$ cat config.mk
export PLATFORM = sky130hd
export DESIGN_NAME = axi_mem_arbiter
export DESIGN_NICKNAME = d
export VERILOG_FILES = /design/src/rtl/axi_mem_arbiter.sv
export SDC_FILE = /design/constraint.sdc
export NUM_CORES = 1
export LEC_CHECK = 0
export ABC_AREA = 0
export BUFFER_PORTS_ARGS = -buffer_cell sky130_fd_sc_hd__buf_2
export CAP_MARGIN = 20
export CORE_AREA = 2 2 186 188
export DETAILED_ROUTE_END_ITERATION = 12
export DIE_AREA = 0 0 188 190
export PLACE_DENSITY = 0.42
export REMOVE_ABC_BUFFERS = 1
export SYNTH_ARGS = -nofsm -noshare
export SYNTH_HDL_FRONTEND = slang
export SYNTH_SLANG_ARGS = --single-unit
$ cat constraint.sdc
create_clock -name i_clock -period 1.9 [get_ports i_clock]
set_clock_uncertainty 0.15 [all_clocks]
set_input_delay 0.095 -clock i_clock [delete_from_list [all_inputs] [get_ports i_clock]]
set_output_delay 0.095 -clock i_clock [all_outputs]
set_load 0.005 [all_outputs]
$ cat src/rtl/axi_mem_arbiter.sv
// Two-master (IFU read-only, LSU read/write) to one-slave AXI4 arbiter, one transaction outstanding.
// Define ARB_ROUND_ROBIN_EN to alternate m0/m1 on conflicting requests instead of fixed priority.
module axi_mem_arbiter #(
    parameter int ADDR_W = 32,
    parameter int DATA_W = 32,
    parameter int ID_W   = 4
) (
    input  logic                i_clock,
    input  logic                i_reset,
    // IFU read
    input  logic [ADDR_W-1:0]   i_m0_araddr,
    input  logic                i_m0_arvalid,
    input  logic [ID_W-1:0]     i_m0_arid,
    input  logic [7:0]          i_m0_arlen,
    input  logic [2:0]          i_m0_arsize,
    input  logic [1:0]          i_m0_arburst,
    output logic                o_m0_arready,
    output logic [DATA_W-1:0]   o_m0_rdata,
    output logic                o_m0_rvalid,
    output logic [1:0]          o_m0_rresp,
    output logic                o_m0_rlast,
    output logic [ID_W-1:0]     o_m0_rid,
    input  logic                i_m0_rready,
    // LSU read
    input  logic [ADDR_W-1:0]   i_m1_araddr,
    input  logic                i_m1_arvalid,
    input  logic [ID_W-1:0]     i_m1_arid,
    input  logic [7:0]          i_m1_arlen,
    input  logic [2:0]          i_m1_arsize,
    input  logic [1:0]          i_m1_arburst,
    output logic                o_m1_arready,
    output logic [DATA_W-1:0]   o_m1_rdata,
    output logic                o_m1_rvalid,
    output logic [1:0]          o_m1_rresp,
    output logic                o_m1_rlast,
    output logic [ID_W-1:0]     o_m1_rid,
    input  logic                i_m1_rready,
    // LSU write
    input  logic [ADDR_W-1:0]   i_m1_awaddr,
    input  logic                i_m1_awvalid,
    input  logic [ID_W-1:0]     i_m1_awid,
    input  logic [7:0]          i_m1_awlen,
    input  logic [2:0]          i_m1_awsize,
    input  logic [1:0]          i_m1_awburst,
    output logic                o_m1_awready,
    input  logic [DATA_W-1:0]   i_m1_wdata,
    input  logic [DATA_W/8-1:0] i_m1_wstrb,
    input  logic                i_m1_wvalid,
    input  logic                i_m1_wlast,
    output logic                o_m1_wready,
    output logic [1:0]          o_m1_bresp,
    output logic                o_m1_bvalid,
    output logic [ID_W-1:0]     o_m1_bid,
    input  logic                i_m1_bready,
    // slave read
    output logic [ADDR_W-1:0]   o_s_araddr,
    output logic                o_s_arvalid,
    output logic [ID_W-1:0]     o_s_arid,
    output logic [7:0]          o_s_arlen,
    output logic [2:0]          o_s_arsize,
    output logic [1:0]          o_s_arburst,
    input  logic                i_s_arready,
    input  logic [DATA_W-1:0]   i_s_rdata,
    input  logic                i_s_rvalid,
    input  logic [1:0]          i_s_rresp,
    input  logic                i_s_rlast,
    input  logic [ID_W-1:0]     i_s_rid,
    output logic                o_s_rready,
    // slave write
    output logic [ADDR_W-1:0]   o_s_awaddr,
    output logic                o_s_awvalid,
    output logic [ID_W-1:0]     o_s_awid,
    output logic [7:0]          o_s_awlen,
    output logic [2:0]          o_s_awsize,
    output logic [1:0]          o_s_awburst,
    input  logic                i_s_awready,
    output logic [DATA_W-1:0]   o_s_wdata,
    output logic [DATA_W/8-1:0] o_s_wstrb,
    output logic                o_s_wvalid,
    output logic                o_s_wlast,
    input  logic                i_s_wready,
    input  logic [1:0]          i_s_bresp,
    input  logic                i_s_bvalid,
    input  logic [ID_W-1:0]     i_s_bid,
    output logic                o_s_bready,
    output logic [1:0]          o_grant
);

    typedef enum logic [1:0] {IDLE, M0_RD, M1_RD, M1_WR} state_t;

    state_t     state;
    state_t     idle_next;
    logic [1:0] grant_q;
    logic       ar_done;
    logic       aw_done;
    logic       w_done;
    logic       m0_rd, m1_rd, m1_wr;
    logic       m0_r_en, m1_r_en;
    logic       r_last_hs, b_hs;

    function automatic logic [1:0] grant_code(input state_t s);
        case (s)
            M0_RD:        grant_code = 2'b01;
            M1_RD, M1_WR: grant_code = 2'b10;
            default:      grant_code = 2'b00;
        endcase
    endfunction

`ifdef ARB_ROUND_ROBIN_EN
    logic last_m1;

    // m1 wins unless m0 is also waiting and m1 was the last one served
    always_comb begin
        idle_next = IDLE;
        if ((i_m1_awvalid || i_m1_arvalid) && (!i_m0_arvalid || !last_m1))
            idle_next = i_m1_awvalid ? M1_WR : M1_RD;
        else if (i_m0_arvalid)
            idle_next = M0_RD;
    end

    always_ff @(posedge i_clock or posedge i_reset) begin
        if (i_reset)
            last_m1 <= 1'b0;
        else if (state == IDLE && idle_next != IDLE)
            last_m1 <= (idle_next != M0_RD);
    end
`else
    always_comb begin
        idle_next = IDLE;
        if (i_m1_awvalid)
            idle_next = M1_WR;
        else if (i_m1_arvalid)
            idle_next = M1_RD;
        else if (i_m0_arvalid)
            idle_next = M0_RD;
    end
`endif

    assign m0_rd   = (state == M0_RD);
    assign m1_rd   = (state == M1_RD);
    assign m1_wr   = (state == M1_WR);
    assign m0_r_en = m0_rd && ar_done;
    assign m1_r_en = m1_rd && ar_done;

    // AR: granted master's address goes out once, then the channel is closed
    assign o_s_araddr   = m0_rd ? i_m0_araddr  : (m1_rd ? i_m1_araddr  : '0);
    assign o_s_arid     = m0_rd ? i_m0_arid    : (m1_rd ? i_m1_arid    : '0);
    assign o_s_arlen    = m0_rd ? i_m0_arlen   : (m1_rd ? i_m1_arlen   : '0);
    assign o_s_arsize   = m0_rd ? i_m0_arsize  : (m1_rd ? i_m1_arsize  : '0);
    assign o_s_arburst  = m0_rd ? i_m0_arburst : (m1_rd ? i_m1_arburst : '0);
    assign o_s_arvalid  = !ar_done && ((m0_rd && i_m0_arvalid) || (m1_rd && i_m1_arvalid));
    assign o_m0_arready = m0_rd && !ar_done && i_s_arready;
    assign o_m1_arready = m1_rd && !ar_done && i_s_arready;

    // R: beats only reach the owner once its address has been accepted
    assign o_m0_rvalid = m0_r_en && i_s_rvalid;
    assign o_m0_rdata  = m0_r_en ? i_s_rdata : '0;
    assign o_m0_rresp  = m0_r_en ? i_s_rresp : '0;
    assign o_m0_rlast  = m0_r_en && i_s_rlast;
    assign o_m0_rid    = m0_r_en ? i_s_rid   : '0;
    assign o_m1_rvalid = m1_r_en && i_s_rvalid;
    assign o_m1_rdata  = m1_r_en ? i_s_rdata : '0;
    assign o_m1_rresp  = m1_r_en ? i_s_rresp : '0;
    assign o_m1_rlast  = m1_r_en && i_s_rlast;
    assign o_m1_rid    = m1_r_en ? i_s_rid   : '0;
    assign o_s_rready  = (m0_r_en && i_m0_rready) || (m1_r_en && i_m1_rready);

    // AW, W and B are independent within a write grant
    assign o_s_awaddr   = m1_wr ? i_m1_awaddr  : '0;
    assign o_s_awid     = m1_wr ? i_m1_awid    : '0;
    assign o_s_awlen    = m1_wr ? i_m1_awlen   : '0;
    assign o_s_awsize   = m1_wr ? i_m1_awsize  : '0;
    assign o_s_awburst  = m1_wr ? i_m1_awburst : '0;
    assign o_s_awvalid  = m1_wr && !aw_done && i_m1_awvalid;
    assign o_m1_awready = m1_wr && !aw_done && i_s_awready;
    assign o_s_wdata    = m1_wr ? i_m1_wdata : '0;
    assign o_s_wstrb    = m1_wr ? i_m1_wstrb : '0;
    assign o_s_wlast    = m1_wr && i_m1_wlast;
    assign o_s_wvalid   = m1_wr && !w_done && i_m1_wvalid;
    assign o_m1_wready  = m1_wr && !w_done && i_s_wready;
    assign o_m1_bvalid  = m1_wr && i_s_bvalid;
    assign o_m1_bresp   = m1_wr ? i_s_bresp : '0;
    assign o_m1_bid     = m1_wr ? i_s_bid   : '0;
    assign o_s_bready   = m1_wr && i_m1_bready;

    assign o_grant   = grant_q;
    assign r_last_hs = i_s_rvalid && o_s_rready && i_s_rlast;
    assign b_hs      = o_m1_bvalid && i_m1_bready;

    always_ff @(posedge i_clock or posedge i_reset) begin
        if (i_reset) begin
            state   <= IDLE;
            grant_q <= 2'b00;
            ar_done <= 1'b0;
            aw_done <= 1'b0;
            w_done  <= 1'b0;
        end else begin
            case (state)
                IDLE: begin
                    state   <= idle_next;
                    grant_q <= grant_code(idle_next);
                    ar_done <= 1'b0;
                    aw_done <= 1'b0;
                    w_done  <= 1'b0;
                end
                M0_RD, M1_RD: begin
                    if (o_s_arvalid && i_s_arready)
                        ar_done <= 1'b1;
                    if (r_last_hs) begin
                        state   <= IDLE;
                        grant_q <= 2'b00;
                        ar_done <= 1'b0;
                    end
                end
                M1_WR: begin
                    if (o_s_awvalid && i_s_awready)
                        aw_done <= 1'b1;
                    if (o_s_wvalid && i_s_wready && i_m1_wlast)
                        w_done <= 1'b1;
                    if (b_hs) begin
                        state   <= IDLE;
                        grant_q <= 2'b00;
                        aw_done <= 1'b0;
                        w_done  <= 1'b0;
                    end
                end
                default: begin
                    state   <= IDLE;
                    grant_q <= 2'b00;
                end
            endcase
        end
    end

endmodule

==> results of run 1 <==
power breakdown:
| group | internal [mW] | switching [mW] |
|---|---|---|
| clock network | 0.280 | 0.0864 |
| registers | 0.172 | 0.0785 |
| logic | 1.98 | 1.98 |
| total | 2.43 | 2.14 |
routing by layer:
| metal | part of all wire (%) | vias to the layer above |
|---|---|---|
| li1 | - | 2025 |
| met1 | 32 | 1899 |
| met2 | 54 | 323 |
| met3 | 8.5 | 43 |
| met4 | 5.4 | 4 |
| met5 | 0.14 | - |
layout by cell type, fill, tap and decap left out, types with 2 or more instances in the layout:
cell type,synthesis,routed
o2bb2ai_1,3,3
diode_2,0,5
buf_12,0,6
nand2_1,6,5
and2_1,94,94
a22o_1,48,48
a31oi_1,2,2
dfrtp_2,0,3
a22oi_2,2,2
nor2_1,3,3
buf_4,2,8
ha_4,0,2
inv_2,1,3
inv_1,5,3
nor3b_2,2,2
buf_6,4,6
bufbuf_16,0,2
and3_1,80,79
dlygate4sd3_1,0,2
clkbuf_16,0,5
a21oi_1,3,3
dfrtp_1,6,3
and3b_1,2,2
buf_2,9,469
nor3b_1,2,2
final cells by class:
cell class / count / area (um^2) / share of cell area [%]
Timing Repair Buffer: 497 / 2770 / 50.8
Clock buffer: 4 / 78.8 / 1.44
Inverter: 6 / 22.5 / 0.413
Tap cell: 455 / 569 / 10.4
Multi-Input combinational cell: 259 / 1850 / 33.8
Antenna cell: 5 / 12.5 / 0.229
Sequential cell: 6 / 154 / 2.82
repair_timing:
action,CTS,global route
pin swaps,2,2
setup endpoints to repair,87,80
endpoints found under the hold margin,7,0
hold buffers,2,0
resized for setup,15,10
gates cloned,3,2
setup buffers,4,2
cells in the mapped netlist, drive strengths merged, types with 3 or more instances:
master / count / share of area [%]
and2: 94 / 27
and3: 80 / 23
a22o: 48 / 19
clkbuf: 25 / 4.4
buf: 15 / 4.8
dfrtp: 6 / 6.9
inv: 6 / 1.0
nand2: 6 / 1.0
ha: 4 / 2.3
nor2: 4 / 0.81
nor3b: 4 / 1.8
a21oi: 3 / 0.69
o2bb2ai: 3 / 1.2
worst max-delay path by stage:
stage | from | end | slack (ns) | cells past startpoint
2_1_floorplan | state[1]$_DFFE_PP0P_ | o_s_araddr[0] | -1.10 | 4
3_3_place_gp | state[0]$_DFFE_PP0P_ | o_s_arburst[0] | 0.001 | 6
3_5_place_dp | state[0]$_DFFE_PP0P_ | o_s_arburst[0] | -0.05 | 6
4_1_cts | state[0]$_DFFE_PP0P_ | o_s_arlen[6] | -0.05 | 7
5_1_grt | state[0]$_DFFE_PP0P_ | o_s_araddr[30] | -0.09 | 7
6_report | state[1]$_DFFE_PP0P_ | o_s_arlen[2] | -0.02 | 7
kinds of logic after synthesis:
group,count (synthesis),share of synthesized area [%]
flops,6,6.93
simple gates,194,56.4
compound gates,61,24.1
fa+ha+maj,4,2.31
buf+inv,46,10.3
registers in the layout, summed over array words and instances (netlist names):
register and count:
ar_done 1, aw_done 1, o_grant 1, state 2
w_done 1
worst min-delay path: stages:
cell and delay, ns:
buf_2 0.11, nor2_1 0.06, nand2_1 0.06, o2bb2ai_1 0.05
metrics by stage:
stage | hold WS [ns] | instances | instance area (um^2)
after floorplan | -0.264 | 271 | 1970
after global placement | -0.110 | 1211 | 5060
after detailed placement | -0.108 | 1211 | 5060
after CTS | 0.0350 | 1224 | 5340
after global routing | 0.0491 | 1232 | 5460
final | 0.0318 | 1232 | 5460
==> impl_metrics.csv, run 1 <==
group,metric,value,unit
run_status,outcome,"finished, violations left",
run_status,violations,"setup timing",
detailed_routing,drc_errors,0,
worst_setup_path,path_delay_family,"buffers and inverters",
global_route,grtUsageMet3,2.43,%
logic_synthesis,ys_warn_count,0,
worst_setup_path,r2r-start,"state[1]$_DFFE_PP0P_",
worst_setup_path,endpoint_kind,"output port",
global_route,antenna_found_initial,9,
sta,worst_pin_slew,0.271,ns
die,fp.coreArea,0.0339,mm^2
worst_setup_path,path_class,"flop to output port",
worst_setup_path,critPathMaxFanout,12,
worst_setup_path,reg2regPathDepth,7,
global_route,grt_max_degree,73,
clocking,cts.sinks,6,
worst_setup_path,crit_chain,"inv_2 -> ha_4 -> nor2b_4 -> buf_12 -> clkbuf_16 -> a22o_1 -> buf_2",
clocking,cts_tree,"built",
cells_and_area,area_delta_synth_final,152,%
detailed_routing,via_per_inst,3.49,
clocking,cts_buffers,3,
die,rows,68,
sta,fin_crit,1.92,ns
worst_setup_path,reg2reg_to,"state[0]$_DFFE_PP0P_",
die,fp.dieW,188,um
cells_and_area,drive_gt1_share,67.1,%
logic_synthesis,synth-edff-count,0,
cells_and_area,fin_util,16.1,%
power,vdd_drop_max,0.000494,V
detailed_routing,routed_wl,19900,um
worst_setup_path,start_kind,"flop",
sta,timing.final.ws_setup,-0.0220,ns
detailed_routing,first_pass_iters,4,
global_route,use_met1,9.15,%
hold_path,hold_path_depth,4,
clocking,clockBufferDepth,2,
sta,fmax,520,MHz
global_route,grt_pass1_vias,4125,
placed_design,gp_congestion,0.807,
worst_setup_path,cp.arrival,1.68,ns
sta,post-route-period-util,101,%
placed_design,portBuffers,475,
logic_synthesis,ys_ff_latch,6,
sta,setup_viol_count_final,13,
sta,final_hold_viol_count,0,
worst_setup_path,path_buf_inv,4,
detailed_routing,wl_per_cell,16.2,um
logic_synthesis,async_flop_share,100,%
worst_setup_path,slowest_delay,0.45,ns
worst_setup_path,worstPathRequired,1.65,ns
worst_setup_path,cp_slowest_cell,"dfrtp_2",
detailed_routing,num_vias,4294,
logic_synthesis,synth_ff_type,"dfrtp_1",
logic_synthesis,syn-cell-area,0.00217,mm^2
clocking,clk-insertion-delay-late,0.24,ns
worst_setup_path,r2r_slack,0.14,ns
power,total_power,4.57,mW
power,power_density,839,mW/mm^2
logic_synthesis,synth.distinct_cells,29,
global_route,grt_pass1_wl,26000,um
power,p_leak,3.57,nW
detailed_routing,drt_iter0_markers,93,
run,maxCapViolCount,0,
logic_synthesis,ys_seq_area_share,6.93,%
logic_synthesis,synth_area_per_cell,6.97,um^2
placed_design,place_hpwl,16600,um
sta,slew_headroom,82.0,%
global_route,grt_overflow,0,
die,io_pins,476,
die,dieArea,0.0357,mm^2
sta,tns,-0.0969,ns
global_route,top_usage_layer,"met2",
placed_design,dp_slack,-0.0457,ns
logic_synthesis,synthCells,311,
clocking,clockRootBuffer,"clkbuf_16",
global_route,grt_use_total,9.96,%
die,start_util,6.38,%
detailed_routing,ant_nets,0,
hold_path,hp-start,"i_m1_arvalid",
clocking,htree_levels,1,
clocking,clk_pin_slew,0.04,ns
hold_path,holdPathEnd,"o_grant[0]$_DFFE_PP0P_",
die,die_y,190,um
cells_and_area,fillers,3857,
sta,grt_setup_unrepaired,"yes",
hold_path,hp-class,"input port to flop",
sta,slew_viol_final,0,
global_route,grt_use_met2,19.8,%
cells_and_area,finalNetCount,1020,
Note: power is estimated with default switching activity, not from simulation.
==> run 2: changes to the inputs <==
==> constraint.sdc (replaced) <==
create_clock -name i_clock -period 1.9 [get_ports i_clock]
set_clock_uncertainty 0.15 [all_clocks]
set_input_delay 0.285 -clock i_clock [delete_from_list [all_inputs] [get_ports i_clock]]
set_output_delay 0.285 -clock i_clock [all_outputs]
set_load 0.005 [all_outputs]
==> impl_metrics.csv, run 2 (synthesized netlist as in run 1, its figures left out) <==
group,metric,value,unit
run_status,outcome,"finished, violations left",
run_status,violations,"setup timing",
placed_design,gp_congestion,0.813,
worst_setup_path,critPathLaunch,"state[1]$_DFFE_PP0P_",
sta,fmax,476,MHz
sta,final_hold_viol_count,0,
cells_and_area,multi_input_area,0.00188,mm^2
worst_setup_path,path_buf_inv,4,
global_route,grt_max_degree,62,
sta,fin_crit,2.10,ns
clocking,clockRootBuffer,"clkbuf_16",
worst_setup_path,slowest_delay,0.43,ns
sta,worst_pin_slew,0.283,ns
placed_design,portBuffers,475,
global_route,grt_pass1_wl,26300,um
cells_and_area,layout_commonest_cell,"buf_2",
die,fp.coreArea,0.0339,mm^2
sta,holdWs,0.184,ns
worst_setup_path,start_kind,"flop",
hold_path,hold_path_depth,3,
clocking,cts_buffers,3,
sta,grt_setup_unrepaired,"yes",
sta,slew_viol_final,0,
die,die_y,190,um
cells_and_area,largest_register_ffs,2,
worst_setup_path,cp_num_cells,7,
sta,setup_viol_count_final,168,
cells_and_area,regArea,153,um^2
worst_setup_path,path_class,"flop to output port",
detailed_routing,routed_wl,20000,um
worst_setup_path,r2r_slack,0.07,ns
cells_and_area,fillers,3875,
cells_and_area,final_cell_mix,"466 x buf_2, 94 x and2_1, 76 x and3_1",
detailed_routing,num_vias,4353,
clocking,clockBufferDepth,2,
global_route,grt_overflow,0,
clocking,cts_tree,"built",
worst_setup_path,endpoint_kind,"output port",
die,rows,68,
run,maxCapViolCount,0,
detailed_routing,via_per_inst,3.50,
detailed_routing,drt_iter0_markers,203,
power,power_density,864,mW/mm^2
hold_path,hp-class,"input port to flop",
worst_setup_path,crit_chain,"buf_6 -> ha_4 -> nor2b_4 -> buf_4 -> buf_6 -> a22o_1 -> buf_2",
worst_setup_path,critPathMaxFanout,5,
cells_and_area,top_register,"state",
detailed_routing,drc_errors,0,
cells_and_area,area_delta_synth_final,158,%
power,p_leak,3.62,nW
global_route,antenna_found_initial,8,
detailed_routing,first_pass_iters,4,
sta,slew_headroom,81.1,%
power,vdd_drop_max,0.000402,V
detailed_routing,wl_per_cell,16.1,um
placed_design,dp_slack,-0.229,ns
worst_setup_path,crit_top_cell,"buf_6",
clocking,clk-insertion-delay-late,0.23,ns
cells_and_area,drive_gt1_share,68.2,%
worst_setup_path,r2r-start,"state[1]$_DFFE_PP0P_",
sta,timing.final.ws_setup,-0.199,ns
global_route,grt_pass1_vias,4063,
die,start_util,6.38,%
die,dieArea,0.0357,mm^2
global_route,grt_use_total,10.1,%
placed_design,place_hpwl,16900,um
detailed_routing,ant_nets,0,
worst_setup_path,cp_slowest_cell,"dfrtp_2",
sta,post-route-period-util,110,%
die,io_pins,476,
worst_setup_path,reg2regPathDepth,8,
clocking,clk_pin_slew,0.03,ns
worst_setup_path,worstPathRequired,1.46,ns
cells_and_area,fin_util,16.5,%
worst_setup_path,path_delay_family,"buffers and inverters",
worst_setup_path,endpoint,"o_s_arid[1]",
worst_setup_path,reg2reg_to,"o_grant[0]$_DFFE_PP0P_",
clocking,cts.sinks,6,
cells_and_area,finalNetCount,1030,
clocking,htree_levels,1,
worst_setup_path,cp.arrival,1.66,ns
die,fp.dieW,188,um
[run 2: changes by cell type in the layout (fill, tap and decap cells not counted), sizes merged]
cell / before / now
clkbuf: 6 / 7
bufbuf: 2 / 0
buf: 491 / 503
dlygate4sd3: 2 / 1
[run 2: metal layers]
layer / global-route usage (%) / vias up / part of all wire [%]
li1: - / 2050 / -
met1: 9.66 / 1966 / 34
met2: 20.3 / 305 / 55
met3: 2.47 / 28 / 8.1
met4: 4.15 / 4 / 3.1
met5: 0 / - / 0.11
[run 2: worst reg2reg max path: cells and delay by family (launching register included)]
kind | cells | cell delay, ns
and+or+nand+nor | 1 | 0.12
DFF | 1 | 0.43
AOI/OAI and AO/OA | 3 | 0.44
buffers and inverters | 3 | 0.42
adders and majority gates | 1 | 0.19
[run 2: timing repair]
item                                    CTS  global route
hold buffers                              1             0
endpoints found under the setup margin  188           234
setup buffers                             7             3
pin swaps                                 4            24
resized for setup                        33            10
endpoints found under the hold margin     6             0
cloned                                    3             3
[run 2: power breakdown]
group / total (mW) / switching, mW / internal [mW]
clock: 0.354 / 0.0753 / 0.279
combinational: 4.24 / 2.11 / 2.14
sequential: 0.238 / 0.0679 / 0.170
total: 4.84 / 2.25 / 2.58
[run 2: stage by stage]
step / cell area (um^2) / instances / total power [mW] / TNS (ns)
6_report: 5600 / 1242 / 4.84 / -11.75
5_1_grt: 5600 / 1242 / 5.24 / -30.28
4_1_cts: 5470 / 1232 / 4.71 / -18.12
3_5_place_dp: 5130 / 1217 / 3.82 / -0.251
3_3_place_gp: 5130 / 1217 / 3.82 / -0.251
2_1_floorplan: 1970 / 271 / 1.72 / -138.18
[run 2: cell type report]
class | count | share of cell area [%]
diodes | 5 | 0.224
clock buffers | 4 | 1.41
inverters | 6 | 0.402
multi-input cells | 259 | 33.5
flip-flops and latches | 6 | 2.73
well taps | 455 | 10.2
repair buffers | 507 | 51.6
[run 2: how the worst min path moves through the flow]
stage	from	to	slack [ns]
finish	i_m0_arvalid	o_grant[0]$_DFFE_PP0P_	0.18
global route	i_m0_arvalid	o_grant[0]$_DFFE_PP0P_	0.19
CTS	i_m0_arvalid	o_grant[0]$_DFFE_PP0P_	0.18
detailed placement	i_reset	o_grant[0]$_DFFE_PP0P_	0.08
global placement	i_reset	o_grant[0]$_DFFE_PP0P_	0.09
floorplan	i_reset	ar_done$_DFFE_PP0P_	-0.07
==> run 3: changes to the inputs <==
--- a/config.mk
+++ b/config.mk
@@ -9,10 +9,11 @@
 export BUFFER_PORTS_ARGS = -buffer_cell sky130_fd_sc_hd__buf_2
 export CAP_MARGIN = 20
 export CORE_AREA = 2 2 186 188
+export CTS_CLUSTER_DIAMETER = 200
 export DETAILED_ROUTE_END_ITERATION = 12
 export DIE_AREA = 0 0 188 190
 export PLACE_DENSITY = 0.42
-export REMOVE_ABC_BUFFERS = 1
+export RECOVER_POWER = 50
 export SYNTH_ARGS = -nofsm -noshare
 export SYNTH_HDL_FRONTEND = slang
 export SYNTH_SLANG_ARGS = --single-unit
==> impl_metrics.csv, run 3 (synthesized netlist as in run 1, its figures left out) <==
group,metric,value,unit
sta,worst_pin_slew,0.293,ns
worst_setup_path,start_kind,"flop",
global_route,grt_pass1_wl,21900,um
detailed_routing,num_vias,4217,
global_route,grt_overflow,0,
cells_and_area,largest_register_ffs,2,
detailed_routing,routed_wl,16800,um
sta,setup_viol_count_final,206,
worst_setup_path,cp.arrival,1.67,ns
run_status,outcome,"finished, violations left",
global_route,grt_pass1_vias,3753,
worst_setup_path,worstPathRequired,1.46,ns
worst_setup_path,slowest_delay,0.40,ns
global_route,grt_use_total,7.78,%
clocking,htree_levels,1,
worst_setup_path,crit_chain,"buf_6 -> ha_4 -> nor2b_4 -> buf_12 -> clkbuf_16 -> a22o_1 -> buf_2",
die,dieArea,0.0357,mm^2
placed_design,portBuffers,475,
die,start_util,6.38,%
clocking,clk-insertion-delay-late,0.23,ns
placed_design,placed_area,0.00510,mm^2
detailed_routing,ant_nets,0,
sta,holdWs,0.193,ns
run_status,violations,"setup timing",
placed_design,gp_congestion,0.712,
sta,slew_headroom,80.4,%
cells_and_area,drive_gt1_share,70.1,%
logic_synthesis,syn_nets,558,
power,vdd_drop_max,0.000396,V
die,rows,68,
cells_and_area,area_delta_synth_final,170,%
power,p_leak,3.63,nW
run,maxCapViolCount,0,
global_route,antenna_found_initial,2,
cells_and_area,top_register,"state",
detailed_routing,drc_errors,0,
cells_and_area,layout_commonest_cell,"buf_2",
global_route,grt_max_degree,49,
worst_setup_path,path_delay_family,"buffers and inverters",
die,fp.dieW,188,um
hold_path,hp-class,"input port to flop",
detailed_routing,via_per_inst,3.40,
die,fp.coreArea,0.0339,mm^2
sta,fmax,475,MHz
placed_design,place_hpwl,12400,um
worst_setup_path,endpoint_kind,"output port",
clocking,clockRootBuffer,"clkbuf_16",
detailed_routing,wl_per_cell,13.5,um
clocking,clk_pin_slew,0.04,ns
cells_and_area,finalNetCount,1033,
sta,fin_crit,2.10,ns
cells_and_area,final_cell_mix,"459 x buf_2, 94 x and2_1, 57 x and3_1",
die,io_pins,476,
sta,grt_setup_unrepaired,"yes",
sta,final_hold_viol_count,0,
detailed_routing,drt_iter0_markers,89,
cells_and_area,stdcell_count,1242,
clocking,cts_tree,"built",
clocking,clockBufferDepth,2,
cells_and_area,design_area,0.00584,mm^2
power,power_density,853,mW/mm^2
sta,slew_viol_final,0,
die,die_y,190,um
sta,timing.final.ws_setup,-0.204,ns
worst_setup_path,cp_slowest_cell,"dfrtp_1",
clocking,cts.sinks,6,
clocking,cts_buffers,3,
worst_setup_path,critPathMaxFanout,6,
detailed_routing,first_pass_iters,4,
worst_setup_path,path_buf_inv,4,
placed_design,dp_cells,1215,
worst_setup_path,path_class,"flop to output port",
sta,post-route-period-util,111,%
## run 3: what timing repair did
item,4_1_cts,5_1_grt
endpoints found under the hold margin,6,0
gates resized for setup,48,16
pin swaps,10,0
cloned,7,5
buffers inserted,8,1
endpoints found under the setup margin,199,225
hold buffers,1,0
## run 3: layout make-up
type	count	area, um^2
multi-input combinational	259	1960
antenna	2	5.00
sequential	6	154
inverter	6	22.5
clock buffer	4	78.8
tap	455	569
fill	3859	28100
timing repair buffer	510	3060
## run 3: worst min-delay path: stages
cell and delay [ns]:
buf_2 0.13, nand2_1 0.06, o2bb2ai_1 0.06
## run 3: per-layer routing
layer	share of wire, %	vias to the layer above	wire length (um)	GRT usage [%]
met2	52	240	8740	14.3
met5	0	-	0	0
li1	-	2052	-	-
met4	1.7	0	283	2.36
met3	6.1	12	1020	1.07
met1	40	1913	6750	9.32
## run 3: final timing paths
check / startpoint / to / slack (ns) / cells past startpoint
max in group asynchronous: i_reset / ar_done$_DFFE_PP0P_ / 0.95 / 3
setup / recovery: state[1]$_DFFE_PP0P_ / o_s_arsize[2] / -0.20 / 7
hold reg to reg: o_grant[0]$_DFFE_PP0P_ / o_grant[0]$_DFFE_PP0P_ / 0.36 / 1
setup reg to reg: state[1]$_DFFE_PP0P_ / o_grant[0]$_DFFE_PP0P_ / 0.10 / 8
hold / removal: i_m0_arvalid / o_grant[0]$_DFFE_PP0P_ / 0.19 / 3
min in group asynchronous: i_reset / ar_done$_DFFE_PP0P_ / 0.40 / 3
## run 3: power breakdown
part	leakage [nW]	switching (mW)	internal (mW)
Sequential	0.0788	0.0704	0.173
Clock	0.0382	0.0813	0.279
Combinational	3.51	2.07	2.31
Total	3.63	2.22	2.76
## run 3: stage by stage
step                setup TNS (ns)  utilization, %  power (mW)  setup WS, ns
finish                      -16.79            17.2        4.98        -0.204
global route                -32.83            17.2        5.36        -0.263
CTS                         -23.16            16.7        4.69        -0.209
detailed placement         -0.0316            15.0        3.53       -0.0316
global placement           -0.0290            15.0        3.54       -0.0290
floorplan                        0               -        1.97         0.155
